===== config.mk =====
export PLATFORM = sky130hd
export DESIGN_NAME = uart_rx_engine
export DESIGN_NICKNAME = d
export VERILOG_FILES = /design/src/rtl/uart_pkg.sv /design/src/rtl/uart_rx_fifo.sv /design/src/rtl/uart_rx_engine.sv
export SDC_FILE = /design/constraint.sdc
export NUM_CORES = 1
export LEC_CHECK = 0
export ABC_AREA = 1
export CAP_MARGIN = 10
export CORE_MARGIN = 2
export CORE_UTILIZATION = 55
export DETAILED_ROUTE_END_ITERATION = 10
export MAX_ROUTING_LAYER = met4
export PLACE_DENSITY = 0.76
export RECOVER_POWER = 50
export SLEW_MARGIN = 10
export SYNTH_ARGS = -nofsm -noshare
export SYNTH_HDL_FRONTEND = slang
export SYNTH_SLANG_ARGS = --single-unit

===== constraint.sdc =====
create_clock -name PCLK -period 3.1 [get_ports PCLK]
set_clock_uncertainty 0.15 [all_clocks]
set_input_delay 0.93 -clock PCLK [delete_from_list [all_inputs] [get_ports PCLK]]
set_output_delay 0.93 -clock PCLK [all_outputs]
set_load 0.02 [all_outputs]

===== src/rtl/uart_pkg.sv =====
// rtl/uart_pkg.sv - shared encodings, tag indices, FSM states and trigger decode for the UART receive path
package uart_pkg;

  // word_len encoding
  localparam logic [1:0] WL_5 = 2'b00;
  localparam logic [1:0] WL_6 = 2'b01;
  localparam logic [1:0] WL_7 = 2'b10;
  localparam logic [1:0] WL_8 = 2'b11;

  // error tag bit indices within the 3-bit tag field
  localparam int ERR_BRK = 2;
  localparam int ERR_FE  = 1;
  localparam int ERR_PE  = 0;

  localparam int DATA_W  = 8;
  localparam int ERR_W   = 3;
  localparam int ENTRY_W = DATA_W + ERR_W;

  typedef enum logic [2:0] {
    ST_IDLE       = 3'd0,
    ST_START      = 3'd1,
    ST_DATA       = 3'd2,
    ST_PARITY     = 3'd3,
    ST_STOP       = 3'd4,
    ST_BREAK_WAIT = 3'd5
  } rx_state_e;

  // Occupancy at which trig_hit asserts for a FIFO of the given depth.
  function automatic int unsigned trig_decode(input logic [1:0] lvl, input int unsigned depth);
    case (lvl)
      2'b00:   return 32'd1;
      2'b01:   return depth >> 2;
      2'b10:   return depth >> 1;
      default: return depth - 32'd2;
    endcase
  endfunction

endpackage


===== src/rtl/uart_rx_fifo.sv =====
// rtl/uart_rx_fifo.sv - first-word-fall-through receive FIFO with tag tracking and single-entry mode
module uart_rx_fifo #(
  parameter int DEPTH   = 16,
  parameter int WIDTH   = 11,
  parameter int TAG_LSB = 8
) (
  input  logic                     clk,
  input  logic                     rst,
  input  logic                     clr,
  input  logic                     single,
  input  logic                     push,
  input  logic [WIDTH-1:0]         push_data,
  input  logic                     pop,
  output logic [WIDTH-1:0]         head,
  output logic [$clog2(DEPTH):0]   count,
  output logic                     empty,
  output logic                     err_any,
  output logic                     overflow
);

  localparam int AW = $clog2(DEPTH);
  localparam int CW = AW + 1;

  logic [WIDTH-1:0] mem_q [DEPTH];
  logic [AW-1:0]    wr_q;
  logic [AW-1:0]    rd_q;
  logic [CW-1:0]    count_q;
  logic [CW-1:0]    err_cnt_q;

  logic [CW-1:0] cap;
  logic          full;
  logic          do_pop;
  logic          do_push;
  logic          push_tag;
  logic          head_tag;

  // In single-entry mode the same storage is used but capacity drops to one.
  assign cap      = single ? CW'(1) : CW'(DEPTH);
  assign full     = (count_q >= cap);
  assign empty    = (count_q == '0);
  assign do_pop   = pop && !empty && !clr;
  assign do_push  = push && !clr && (!full || do_pop);
  assign overflow = push && !clr && full && !do_pop;
  assign push_tag = |push_data[WIDTH-1:TAG_LSB];
  assign head_tag = |mem_q[rd_q][WIDTH-1:TAG_LSB];

  assign head    = empty ? '0 : mem_q[rd_q];
  assign count   = count_q;
  assign err_any = (err_cnt_q != '0);

  // Pointer, occupancy and tagged-entry bookkeeping.
  always_ff @(posedge clk) begin
    if (rst || clr) begin
      wr_q      <= '0;
      rd_q      <= '0;
      count_q   <= '0;
      err_cnt_q <= '0;
    end else begin
      if (do_push) wr_q <= wr_q + AW'(1);
      if (do_pop)  rd_q <= rd_q + AW'(1);
      count_q   <= count_q + CW'(do_push) - CW'(do_pop);
      err_cnt_q <= err_cnt_q + CW'(do_push && push_tag) - CW'(do_pop && head_tag);
    end
  end

  // Entry storage; contents are only visible while counted as occupied.
  always_ff @(posedge clk) begin
    if (do_push) mem_q[wr_q] <= push_data;
  end

endmodule


===== src/rtl/uart_rx_engine.sv =====
// rtl/uart_rx_engine.sv - oversampling UART receiver with FIFO, trigger level and character timeout
module uart_rx_engine
  import uart_pkg::*;
#(
  parameter int FIFO_DEPTH = 16,
  parameter int OVERSAMPLE = 16,
  parameter int DIV_W      = 16
) (
  input  logic                          PCLK,
  input  logic                          PRESET,
  input  logic                          RXD,
  input  logic [DIV_W-1:0]              divisor,
  input  logic [1:0]                    word_len,
  input  logic                          parity_en,
  input  logic                          even_par,
  input  logic                          stick_par,
  input  logic                          fifo_en,
  input  logic [1:0]                    trig_lvl,
  input  logic                          rx_pop,
  input  logic                          fifo_clr,
  input  logic                          ovr_clr,
  output logic [7:0]                    rx_data,
  output logic [2:0]                    rx_err,
  output logic                          rx_valid,
  output logic [$clog2(FIFO_DEPTH):0]   rx_count,
  output logic                          overrun,
  output logic                          fifo_err,
  output logic                          trig_hit,
  output logic                          timeout
);

  localparam int CNT_W    = $clog2(FIFO_DEPTH) + 1;
  localparam int SW       = $clog2(OVERSAMPLE);
  localparam int TO_LIMIT = 40 * OVERSAMPLE;
  localparam int TO_W     = $clog2(TO_LIMIT + 1);

  logic rxd_s1_q, rxd_s2_q, rxd_prev_q;
  logic fall;

  logic [DIV_W-1:0] div_cnt_q;
  logic             div_nz;
  logic             tick;

  rx_state_e       state_q, state_d;
  logic [SW-1:0]   samp_q, samp_d;
  logic [2:0]      bit_q, bit_d;
  logic [7:0]      data_q, data_d;
  logic            pbit_q, pbit_d;
  logic            perr_q, perr_d;
  logic            push_q, push_d;
  logic [ENTRY_W-1:0] entry_q, entry_d;
  logic [ERR_W-1:0]   err_tag;

  logic [2:0] last_bit;
  logic       par_exp;
  logic       samp_mid;
  logic       samp_end;

  logic [ENTRY_W-1:0] head;
  logic               empty;
  logic               overflow;
  logic               err_any;
  logic               overrun_q;
  logic [TO_W-1:0]    to_q;
  logic [CNT_W-1:0]   trig_level;

  assign fall     = rxd_prev_q && !rxd_s2_q;
  assign div_nz   = (divisor != '0);
  assign tick     = div_nz && (div_cnt_q == '0);
  assign last_bit = {1'b0, word_len} + 3'd4;
  assign par_exp  = stick_par ? ~even_par : (even_par ? ^data_q : ~(^data_q));
  assign samp_mid = tick && (samp_q == SW'(OVERSAMPLE / 2 - 1));
  assign samp_end = tick && (samp_q == SW'(OVERSAMPLE - 1));

  // Two-flop synchroniser plus a delayed copy for falling-edge detection.
  always_ff @(posedge PCLK) begin
    if (PRESET) begin
      rxd_s1_q   <= 1'b1;
      rxd_s2_q   <= 1'b1;
      rxd_prev_q <= 1'b1;
    end else begin
      rxd_s1_q   <= RXD;
      rxd_s2_q   <= rxd_s1_q;
      rxd_prev_q <= rxd_s2_q;
    end
  end

  // Sample-tick divider: reload divisor-1 on each tick, idle at zero when divisor is 0.
  always_ff @(posedge PCLK) begin
    if (PRESET || !div_nz) begin
      div_cnt_q <= '0;
    end else if (div_cnt_q == '0) begin
      div_cnt_q <= divisor - DIV_W'(1);
    end else begin
      div_cnt_q <= div_cnt_q - DIV_W'(1);
    end
  end

  // Receiver FSM and frame datapath registers.
  always_ff @(posedge PCLK) begin
    if (PRESET) begin
      state_q <= ST_IDLE;
      samp_q  <= '0;
      bit_q   <= '0;
      data_q  <= '0;
      pbit_q  <= 1'b0;
      perr_q  <= 1'b0;
      push_q  <= 1'b0;
      entry_q <= '0;
    end else begin
      state_q <= state_d;
      samp_q  <= samp_d;
      bit_q   <= bit_d;
      data_q  <= data_d;
      pbit_q  <= pbit_d;
      perr_q  <= perr_d;
      push_q  <= push_d;
      entry_q <= entry_d;
    end
  end

  // Next-state: start validation at half a bit, then one sample per bit centre.
  always_comb begin
    state_d = state_q;
    samp_d  = samp_q;
    bit_d   = bit_q;
    data_d  = data_q;
    pbit_d  = pbit_q;
    perr_d  = perr_q;
    push_d  = 1'b0;
    entry_d = entry_q;
    err_tag = '0;
    case (state_q)
      ST_IDLE: begin
        if (fall) begin
          state_d = ST_START;
          samp_d  = '0;
        end
      end
      ST_START: begin
        if (samp_mid) begin
          samp_d = '0;
          if (rxd_s2_q) begin
            state_d = ST_IDLE;
          end else begin
            state_d = ST_DATA;
            bit_d   = '0;
            data_d  = '0;
            pbit_d  = 1'b0;
            perr_d  = 1'b0;
          end
        end else if (tick) begin
          samp_d = samp_q + SW'(1);
        end
      end
      ST_DATA: begin
        if (samp_end) begin
          samp_d         = '0;
          data_d[bit_q]  = rxd_s2_q;
          if (bit_q == last_bit) begin
            state_d = parity_en ? ST_PARITY : ST_STOP;
          end else begin
            bit_d = bit_q + 3'd1;
          end
        end else if (tick) begin
          samp_d = samp_q + SW'(1);
        end
      end
      ST_PARITY: begin
        if (samp_end) begin
          samp_d  = '0;
          pbit_d  = rxd_s2_q;
          perr_d  = (rxd_s2_q != par_exp);
          state_d = ST_STOP;
        end else if (tick) begin
          samp_d = samp_q + SW'(1);
        end
      end
      ST_STOP: begin
        if (samp_end) begin
          samp_d = '0;
          push_d = 1'b1;
          if (!rxd_s2_q && (data_q == '0) && !pbit_q) begin
            err_tag[ERR_BRK] = 1'b1;
            err_tag[ERR_FE]  = 1'b1;
            entry_d = {err_tag, 8'h00};
            state_d = ST_BREAK_WAIT;
          end else begin
            err_tag[ERR_FE] = ~rxd_s2_q;
            err_tag[ERR_PE] = perr_q;
            entry_d = {err_tag, data_q};
            state_d = ST_IDLE;
          end
        end else if (tick) begin
          samp_d = samp_q + SW'(1);
        end
      end
      ST_BREAK_WAIT: begin
        if (rxd_s2_q) state_d = ST_IDLE;
      end
      default: state_d = ST_IDLE;
    endcase
    if (!div_nz) begin
      state_d = ST_IDLE;
      push_d  = 1'b0;
    end
  end

  uart_rx_fifo #(
    .DEPTH   (FIFO_DEPTH),
    .WIDTH   (ENTRY_W),
    .TAG_LSB (DATA_W)
  ) u_fifo (
    .clk       (PCLK),
    .rst       (PRESET),
    .clr       (fifo_clr),
    .single    (~fifo_en),
    .push      (push_q),
    .push_data (entry_q),
    .pop       (rx_pop),
    .head      (head),
    .count     (rx_count),
    .empty     (empty),
    .err_any   (err_any),
    .overflow  (overflow)
  );

  // Sticky overrun: a dropped push wins over a same-cycle clear.
  always_ff @(posedge PCLK) begin
    if (PRESET) begin
      overrun_q <= 1'b0;
    end else if (overflow) begin
      overrun_q <= 1'b1;
    end else if (ovr_clr) begin
      overrun_q <= 1'b0;
    end
  end

  // Character timeout: count ticks while data waits, restart on any FIFO activity.
  always_ff @(posedge PCLK) begin
    if (PRESET || fifo_clr || push_q || rx_pop || empty) begin
      to_q <= '0;
    end else if (tick && (to_q != TO_W'(TO_LIMIT))) begin
      to_q <= to_q + TO_W'(1);
    end
  end

  assign trig_level = fifo_en ? CNT_W'(trig_decode(trig_lvl, FIFO_DEPTH)) : CNT_W'(1);

  assign rx_data  = head[DATA_W-1:0];
  assign rx_err   = head[ENTRY_W-1:DATA_W];
  assign rx_valid = !empty;
  assign overrun  = overrun_q;
  assign fifo_err = err_any;
  assign trig_hit = (rx_count >= trig_level);
  assign timeout  = fifo_en && (to_q == TO_W'(TO_LIMIT));

endmodule


==> metrics.md, run 1 <==
| Metric | Value |
|---|---|
| Fmax achieved | `around 0.3 GHz` |
| Critical path, cell by cell | `clkinv_8 > buf_4 > clkbuf_16 > buf_4 > nor2_1 > o221ai_2 > nand3_2 > nand2_1 > nor2_2 > a21oi_2 > ha_1 > inv_1 > ha_2 > inv_2 > fa_2 > o21bai_1 > a21oi_2 > nor2_1 > nor2_1` |
| Post-synthesis register bit count | `260` |
| Relative slew slack | `34.60%` |
| Total grt overflow | `0` |
| Slowest library cell on the worst path | `dfxtp_4` |
| Peak VDD IR | `about 0.75 mV` |
| R2R Setup Slk | `-0.28 ns` |
| Asr flop ratio synth | `0%` |
| Final period util | `109.0%` |
| Final Hold Fails | `0` |
| Most frequent cells in the layout | `nor2_1 (232), edfxtp_1 (176), nand2_1 (174)` |
| Nature of the critical path startpoint | `flip-flop` |
| Routed WL | `31.21 mm` |
| Primary FF master, synth | `edfxtp_1` |
| Crit path time final | `between 3 and 4 ns` |
| Routability cong. | `roughly 0.86` |
| Max-cap viol count | `0` |
| 1st-iter DRT viols | `808` |
| Top cell by count, worst path | `nor2_1` |
| Slew Limit Fails | `0` |
| Antenna Nets Post-Route | `0` |
| Critical path endpoint category | `flip-flop` |
| Cell Rows | `54` |
| Die Width | `152.2 microns` |
| Via density | `approximately 5.8` |
| Post-Syn Instances | `1269` |
| Vias post-DR | `roughly 9800` |
| CTS HTree Levels | `1` |
| Final HPWL DP | `18.73 mm` |
| Inserted Clock Buffers | `27` |
| Initial DRT Pass Iterations | `5` |
| Worst-margin pin slew | `0.9810 ns` |
| Commonest non-fill, non-tap cell in the layout | `nor2_1` |
| Clk_lat worst skew | `around 0.53 ns` |
| Finished Layout Cells | `about 1700` |
| Gr usage total | `between 20% and 30%` |
| P per Cell Area | `around 640 mW/mm^2` |
| Drt wl/cell | `18.47 microns` |
| Clock Tree Root | `clkbuf_16` |
| Placed insts | `1610` |
| CP arrival | `between 3 and 4 ns` |
| Total Power | `between 9 and 10 mW` |
| Die Area | `around 0.023 sq mm` |
| CTS max path bufs | `3` |
| Pin count of the biggest net entering global routing | `46` |
| CP peak stage delay | `0.44 ns` |
| Die Y | `152.2 microns` |
| DR DRC count | `0` |
| PortBufs | `50` |
| Worst-path clk slew | `0.06 ns` |
| Netlist Area Pre-Place | `~0.012 sq mm` |
| Utilization after layout | `~68%` |
| CP bufs+invs | `6` |
| Setup TNS | `-2.272 ns` |
| Initial core utilization | `between 50% and 60%` |
| I/O Pins | `51` |
| CP Class | `flip-flop to flip-flop` |
| # setup viols final | `15` |
| Initial antenna violation count | `0` |
| Critical path data required time | `3.37 ns` |
| First-pass GRT wire length | `about 46 mm` |
| Sequential cell area fraction in the yosys report | `around 58%` |
| Syn_nets | `between 1000 and 1500` |
| Vias in the first global route | `roughly 9000` |
| Status | `finished with violations` |
| Critical path's top delay family | `adder cells` |
| Clk sinks | `260` |
| Layout cells sized above 1 | `17.94%` |
| PnR worst setup slack | `-0.2795 ns` |
| Final nets | `roughly 1500` |
| Leak Pwr | `~6.0 nW` |
| Crit-path max FO | `7` |
| Post-Syn Area per Cell | `between 9 and 10 sq um` |
| Hold-fix buffers at CTS | `0` |
| Ant. Diodes | `0` |
| EDFF count, synth | `176` |
| Area grow syn2layout | `22.93%` |
| Synth unique cells | `46` |
| TritonCTS clock tree | `yes` |
| RSZ-0062 raised after global routing | `yes` |
| YS warnings | `0` |
| Core Area | `0.02169 sq mm` |
| Hold Path Class | `flip-flop to flip-flop` |
| Failing checks | `negative setup slack` |
per-stage QoR:
| stage | hold slack (ns) | setup slack, ns | instance area, sq um |
|---|---|---|---|
| after floorplan | 0.2395 | 0.04645 | 12080 |
| after global placement | 0.2596 | -0.7932 | 13250 |
| after CTS | 0.2718 | -0.1585 | 14370 |
| final | 0.2694 | -0.2795 | 14850 |
| after detailed placement | 0.2499 | -0.8245 | 13250 |
| after global routing | 0.2819 | -0.4069 | 14850 |
worst register-to-register path, stage by stage, from the launching register on:
cell and delay [ns]:
dfxtp_4 0.44, clkinv_8 0.12, buf_4 0.16, clkbuf_16 0.14, buf_4 0.13, nor2_1 0.15
o221ai_2 0.17, nand3_2 0.16, nand2_1 0.08, nor2_2 0.16, a21oi_2 0.08, ha_1 0.29
inv_1 0.07, ha_2 0.18, inv_2 0.04, fa_2 0.36, o21bai_1 0.17, a21oi_2 0.08
nor2_1 0.11, nor2_1 0.04
layout make-up:
class	instances	area, sq um
multi-input cells	842	4713
repair buffers	143	1520
clock buffers	34	732.0
flip-flops and latches	260	6974
inverters	117	461.7
well taps	280	350.3
fillers	1607	6842
clock inverters	14	95.09
state kept, by name, indices dropped and copies added (netlist names), named ones only:
name,flops
perr_q,1
u_fifo.count,5
to_q,10
div_cnt_q,16
rxd_s2_q,1
state_q,3
u_fifo.err_cnt_q,5
entry_q,11
bit_q,3
rxd_s1_q,1
push_q,1
rxd_prev_q,1
data_q,8
u_fifo.mem_q,176
pbit_q,1
u_fifo.wr_q,4
u_fifo.rd_q,4
overrun,1
samp_q,4
layer usage:
| metal | track usage [%] | up-vias | share of wire, % | wire (microns) |
|---|---|---|---|---|
| li1 | - | 4589 | - | - |
| met1 | 32.51 | 4601 | 40 | 12410 |
| met2 | 42.06 | 471 | 49 | 15170 |
| met3 | 3.271 | 91 | 7.7 | 2412 |
| met4 | 8.856 | 0 | 3.9 | 1222 |
| met5 | - | - | 0 | 0 |
path summary, 6_finish.rpt:
| kind | cells past startpoint | to | from |
|---|---|---|---|
| setup reg to reg | 19 | u_fifo.err_cnt_q[4] | flip-flop |
| hold / removal | 1 | rxd_s2_q | rxd_s1_q |
| setup / recovery | 19 | u_fifo.err_cnt_q[4] | flip-flop |
| hold reg to reg | 1 | rxd_s2_q | rxd_s1_q |
report_power, final:
group          switching, mW  total [mW]  internal, mW
Sequential            0.0634        3.83          3.76
Clock                   1.33        3.01          1.68
Combinational           1.69        2.60         0.905
synthesized netlist by cell type (2+ instances only):
master | n | area (sq um)
a21o_1 | 2 | 15.01
a21oi_1 | 60 | 300.3
and3_1 | 2 | 12.51
buf_2 | 10 | 50.05
buf_6 | 5 | 56.30
clkbuf_1 | 33 | 123.9
dfxtp_1 | 84 | 1682
edfxtp_1 | 176 | 5285
fa_1 | 2 | 40.04
ha_1 | 34 | 425.4
inv_1 | 110 | 412.9
inv_2 | 5 | 18.77
nand2_1 | 173 | 649.4
nand2_2 | 9 | 56.30
nand2_4 | 3 | 33.78
nand3_1 | 66 | 330.3
nand3_2 | 4 | 40.04
nand3_4 | 4 | 70.07
nand3b_1 | 4 | 30.03
nand4_1 | 12 | 75.07
nor2_1 | 246 | 923.4
nor2_2 | 4 | 25.02
nor2_4 | 7 | 78.83
nor3_1 | 7 | 35.03
nor4_1 | 3 | 18.77
o211ai_1 | 5 | 37.54
o21ai_0 | 112 | 560.5
o21ai_1 | 12 | 60.06
o221ai_1 | 32 | 280.3
o22ai_1 | 11 | 68.82
or2_2 | 4 | 25.02
xnor2_1 | 3 | 26.28
xor2_1 | 12 | 105.1
cell families (layout without fill, tap and decap cells):
| logic type | count (synthesis) | in the layout | share of synthesized area, % |
|---|---|---|---|
| simple gates | 550 | 550 | 20.10 |
| flops | 260 | 260 | 57.68 |
| compound gates | 240 | 240 | 11.52 |
| buf+inv | 167 | 308 | 5.677 |
| fa+ha+maj | 36 | 36 | 3.854 |
| xor+xnor | 15 | 15 | 1.088 |
| mux | 1 | 1 | 0.08288 |
repair_timing:
item                       4_1_cts  5_1_grt
setup endpoints to repair       17       19
resized for setup              128       91
cloned                           5        6
buffers inserted                 3       19
pin swaps                       22       44
hold endpoints to repair         0        0
(Power assumes the default switching activity.)
==> inputs of run 2 (changes only) <==
--- a/config.mk
+++ b/config.mk
@@ -11,7 +11,7 @@
 export CORE_UTILIZATION = 55
 export DETAILED_ROUTE_END_ITERATION = 10
 export MAX_ROUTING_LAYER = met4
-export PLACE_DENSITY = 0.76
+export PLACE_DENSITY = 0.78
 export RECOVER_POWER = 50
 export SLEW_MARGIN = 10
 export SYNTH_ARGS = -nofsm -noshare
==> metrics.md, run 2 (synthesis results as in run 1) <==
| Metric | Value |
|---|---|
| Status | `finished with violations` |
| Failing checks | `negative setup slack` |
| Initial core utilization | `55.69% (unchanged)` |
| Routability cong. | `0.9149 (+6.1%)` |
| # setup viols final | `15 (unchanged)` |
| Slew Limit Fails | `0 (unchanged)` |
| First-pass GRT wire length | `47.38 mm (+2.1%)` |
| CTS max path bufs | `3 (unchanged)` |
| Die Width | `152.2 microns (unchanged)` |
| Hold depth | `1 (unchanged)` |
| Hold Path Class | `flip-flop to flip-flop` |
| RSZ-0062 raised after global routing | `yes` |
| Combinational power share | `26.7% (-0.8 points)` |
| Hold_ws | `0.2655 ns (-0.003921 ns)` |
| Core Area | `0.02169 sq mm (unchanged)` |
| Worst R2R Path Depth | `19 (unchanged)` |
| Seq pwr share | `39.9% (-0.7 points)` |
| HP Start | `rxd_s1_q` |
| Pin count of the biggest net entering global routing | `26 (-43%)` |
| Peak VDD IR | `0.6366 mV (-15%)` |
| PortBufs | `50 (unchanged)` |
| Hold-fix buffers at CTS | `0 (unchanged)` |
| Slowest library cell on the worst path | `dfxtp_4` |
| Crit-path max FO | `12 (+5)` |
| Antenna Nets Post-Route | `0 (unchanged)` |
| Finished Layout Cells | `1692 (+0.12%)` |
| Via density | `5.700 (-1.2%)` |
| Initial antenna violation count | `0 (unchanged)` |
| R2R Setup Slk | `-0.11 ns (+0.17 ns)` |
| Die Area | `0.02316 sq mm (unchanged)` |
| Leak Pwr | `5.956 nW (-0.56%)` |
| Final Hold Fails | `0 (unchanged)` |
| I/O Pins | `51 (unchanged)` |
| Critical path data required time | `2.02 ns (-1.35 ns)` |
| CTS HTree Levels | `1 (unchanged)` |
| Power Internal | `6.525 mW (+2.7%)` |
| Worst-path clk slew | `0.06 ns (about the same)` |
| Die Y | `152.2 microns (unchanged)` |
| P_sw | `3.055 mW (-0.91%)` |
| Most flop-heavy register | `u_fifo.mem_q` |
| TritonCTS clock tree | `yes` |
| Final period util | `106.2% (-2.8 points)` |
| Drt wl/cell | `17.94 microns (-2.8%)` |
| Vias in the first global route | `9372 (+3.2%)` |
| Utilization after layout | `68.01% (-0.45 points)` |
| PnR worst setup slack | `-0.1932 ns (+0.08632 ns)` |
| Commonest non-fill, non-tap cell in the layout | `nor2_1` |
| Sw Share | `31.89% (-0.78 points)` |
| CP arrival | `2.21 ns (-1.44 ns)` |
| Total grt overflow | `0 (unchanged)` |
| Biggest registers after layout | `u_fifo.mem_q: 176 flops, div_cnt_q: 16 flops, entry_q: 11 flops` |
| DR DRC count | `0 (unchanged)` |
| CP Class | `flip-flop to output pin` |
| Max-cap viol count | `0 (unchanged)` |
| Final HPWL DP | `19.40 mm (+3.6%)` |
| Routed WL | `30.36 mm (-2.7%)` |
| Final nets | `1457 (unchanged)` |
| Crit path time final | `3.293 ns (-0.08632 ns)` |
| # fillers | `1620 (+0.81%)` |
| P per Cell Area | `649.5 mW/mm^2 (+2.2%)` |
| Clk pwr share | `33.4% (+1.5 points)` |
| Fmax achieved | `0.3037 GHz (+2.6%)` |
| 1st-iter DRT viols | `825 (+2.1%)` |
| Gr usage total | `26.15% (+0.75 points)` |
| Vias post-DR | `9644 (-1.1%)` |
| Max FFs per register | `176 (unchanged)` |
| Worst-margin pin slew | `0.9981 ns (+0.01707 ns)` |
| Critical path endpoint category | `output pin` |
| Clock Tree Root | `clkbuf_16` |
| Inserted Clock Buffers | `27 (unchanged)` |
| Critical path, cell by cell | `buf_12 > buf_16 > nor2_2 > o22ai_2 > o211ai_1 > nand2_1 > inv_2 > nor2_1 > buf_4` |
| Hold Path End | `rxd_s2_q` |
| Cell Rows | `54 (unchanged)` |
| CP peak stage delay | `0.37 ns (-0.07 ns)` |
| Setup TNS | `-1.543 ns (+0.7281 ns)` |
| Area grow syn2layout | `22.12%` |
| Nature of the critical path startpoint | `flip-flop` |
| Clk sinks | `260 (unchanged)` |
| Relative slew slack | `33.46% (-1.1 points)` |
| Most frequent cells in the layout | `nor2_1 (239), edfxtp_1 (176), nand2_1 (174)` |
| Clk_lat worst skew | `0.54 ns (about the same)` |
| Initial DRT Pass Iterations | `5 (unchanged)` |
| Ant. Diodes | `0 (unchanged)` |
| Layout cells sized above 1 | `16.71% (-1.2 points)` |
| Placed insts | `1628 (+1.1%)` |
| Worst reg2reg endpoint | `u_fifo.err_cnt_q[4]` |
run 2: power groups by stage:
stage	clock network (mW)	registers (mW)	logic, mW
floorplan	0	3.89	1.94
global placement	0	3.90	2.41
CTS	3.22	3.82	2.50
detailed placement	0	3.90	2.45
global route	3.36	3.83	2.85
finish	3.20	3.83	2.56
run 2: how the worst max path moves through the flow:
stage	from	end	slack, ns	cells past startpoint
after floorplan	fifo_en	u_fifo.err_cnt_q[4]	0.05	16
after global placement	trig_lvl[1]	trig_hit	-0.80	9
after detailed placement	trig_lvl[1]	trig_hit	-0.82	9
after CTS	trig_lvl[1]	trig_hit	-0.14	9
after global routing	flip-flop	u_fifo.err_cnt_q[4]	-0.25	20
final	flip-flop	rx_err[1]	-0.19	9
run 2: critical path: cells and delay by family, from the launching register on:
family          cells  cell delay, ns
buf+inv             4            0.56
simple gates        3            0.30
flops               1            0.37
compound gates      2            0.42
run 2: per-layer routing:
layer / global-route usage [%] / part of all wire [%] / up-vias
met5: - / 0 / -
met4: 11.13 / 4.3 / 0
met3: 2.617 / 6.2 / 93
met2: 43.16 / 48 / 410
met1: 33.26 / 41 / 4536
li1: - / - / 4605
run 2: repair_timing:
item                                    4_1_cts  5_1_grt
buffers inserted                              3        5
endpoints found under the setup margin       30       17
gates resized for setup                     129       66
pin swaps                                    22       33
hold endpoints to repair                      0        0
cloned                                        3        3
run 2: area by class of cell:
cell class              instances  area (sq um)  share of cell area, %
flip-flops and latches        260          6972                  47.27
clock inverters                15         153.9                  1.043
clock buffers                  35         715.7                  4.852
multi-input cells             842          4667                  31.64
repair buffers                143          1439                  9.756
well taps                     280         350.3                  2.375
inverters                     117         451.7                  3.062
run 2: per-stage QoR:
stage	worst slack, ns	area [sq um]	power, mW
after floorplan	0.04645	12080	5.822
after global placement	-0.8009	13380	6.303
after detailed placement	-0.8227	13380	6.342
after CTS	-0.1438	14520	9.549
after global routing	-0.2477	14750	10.05
final	-0.1932	14750	9.580
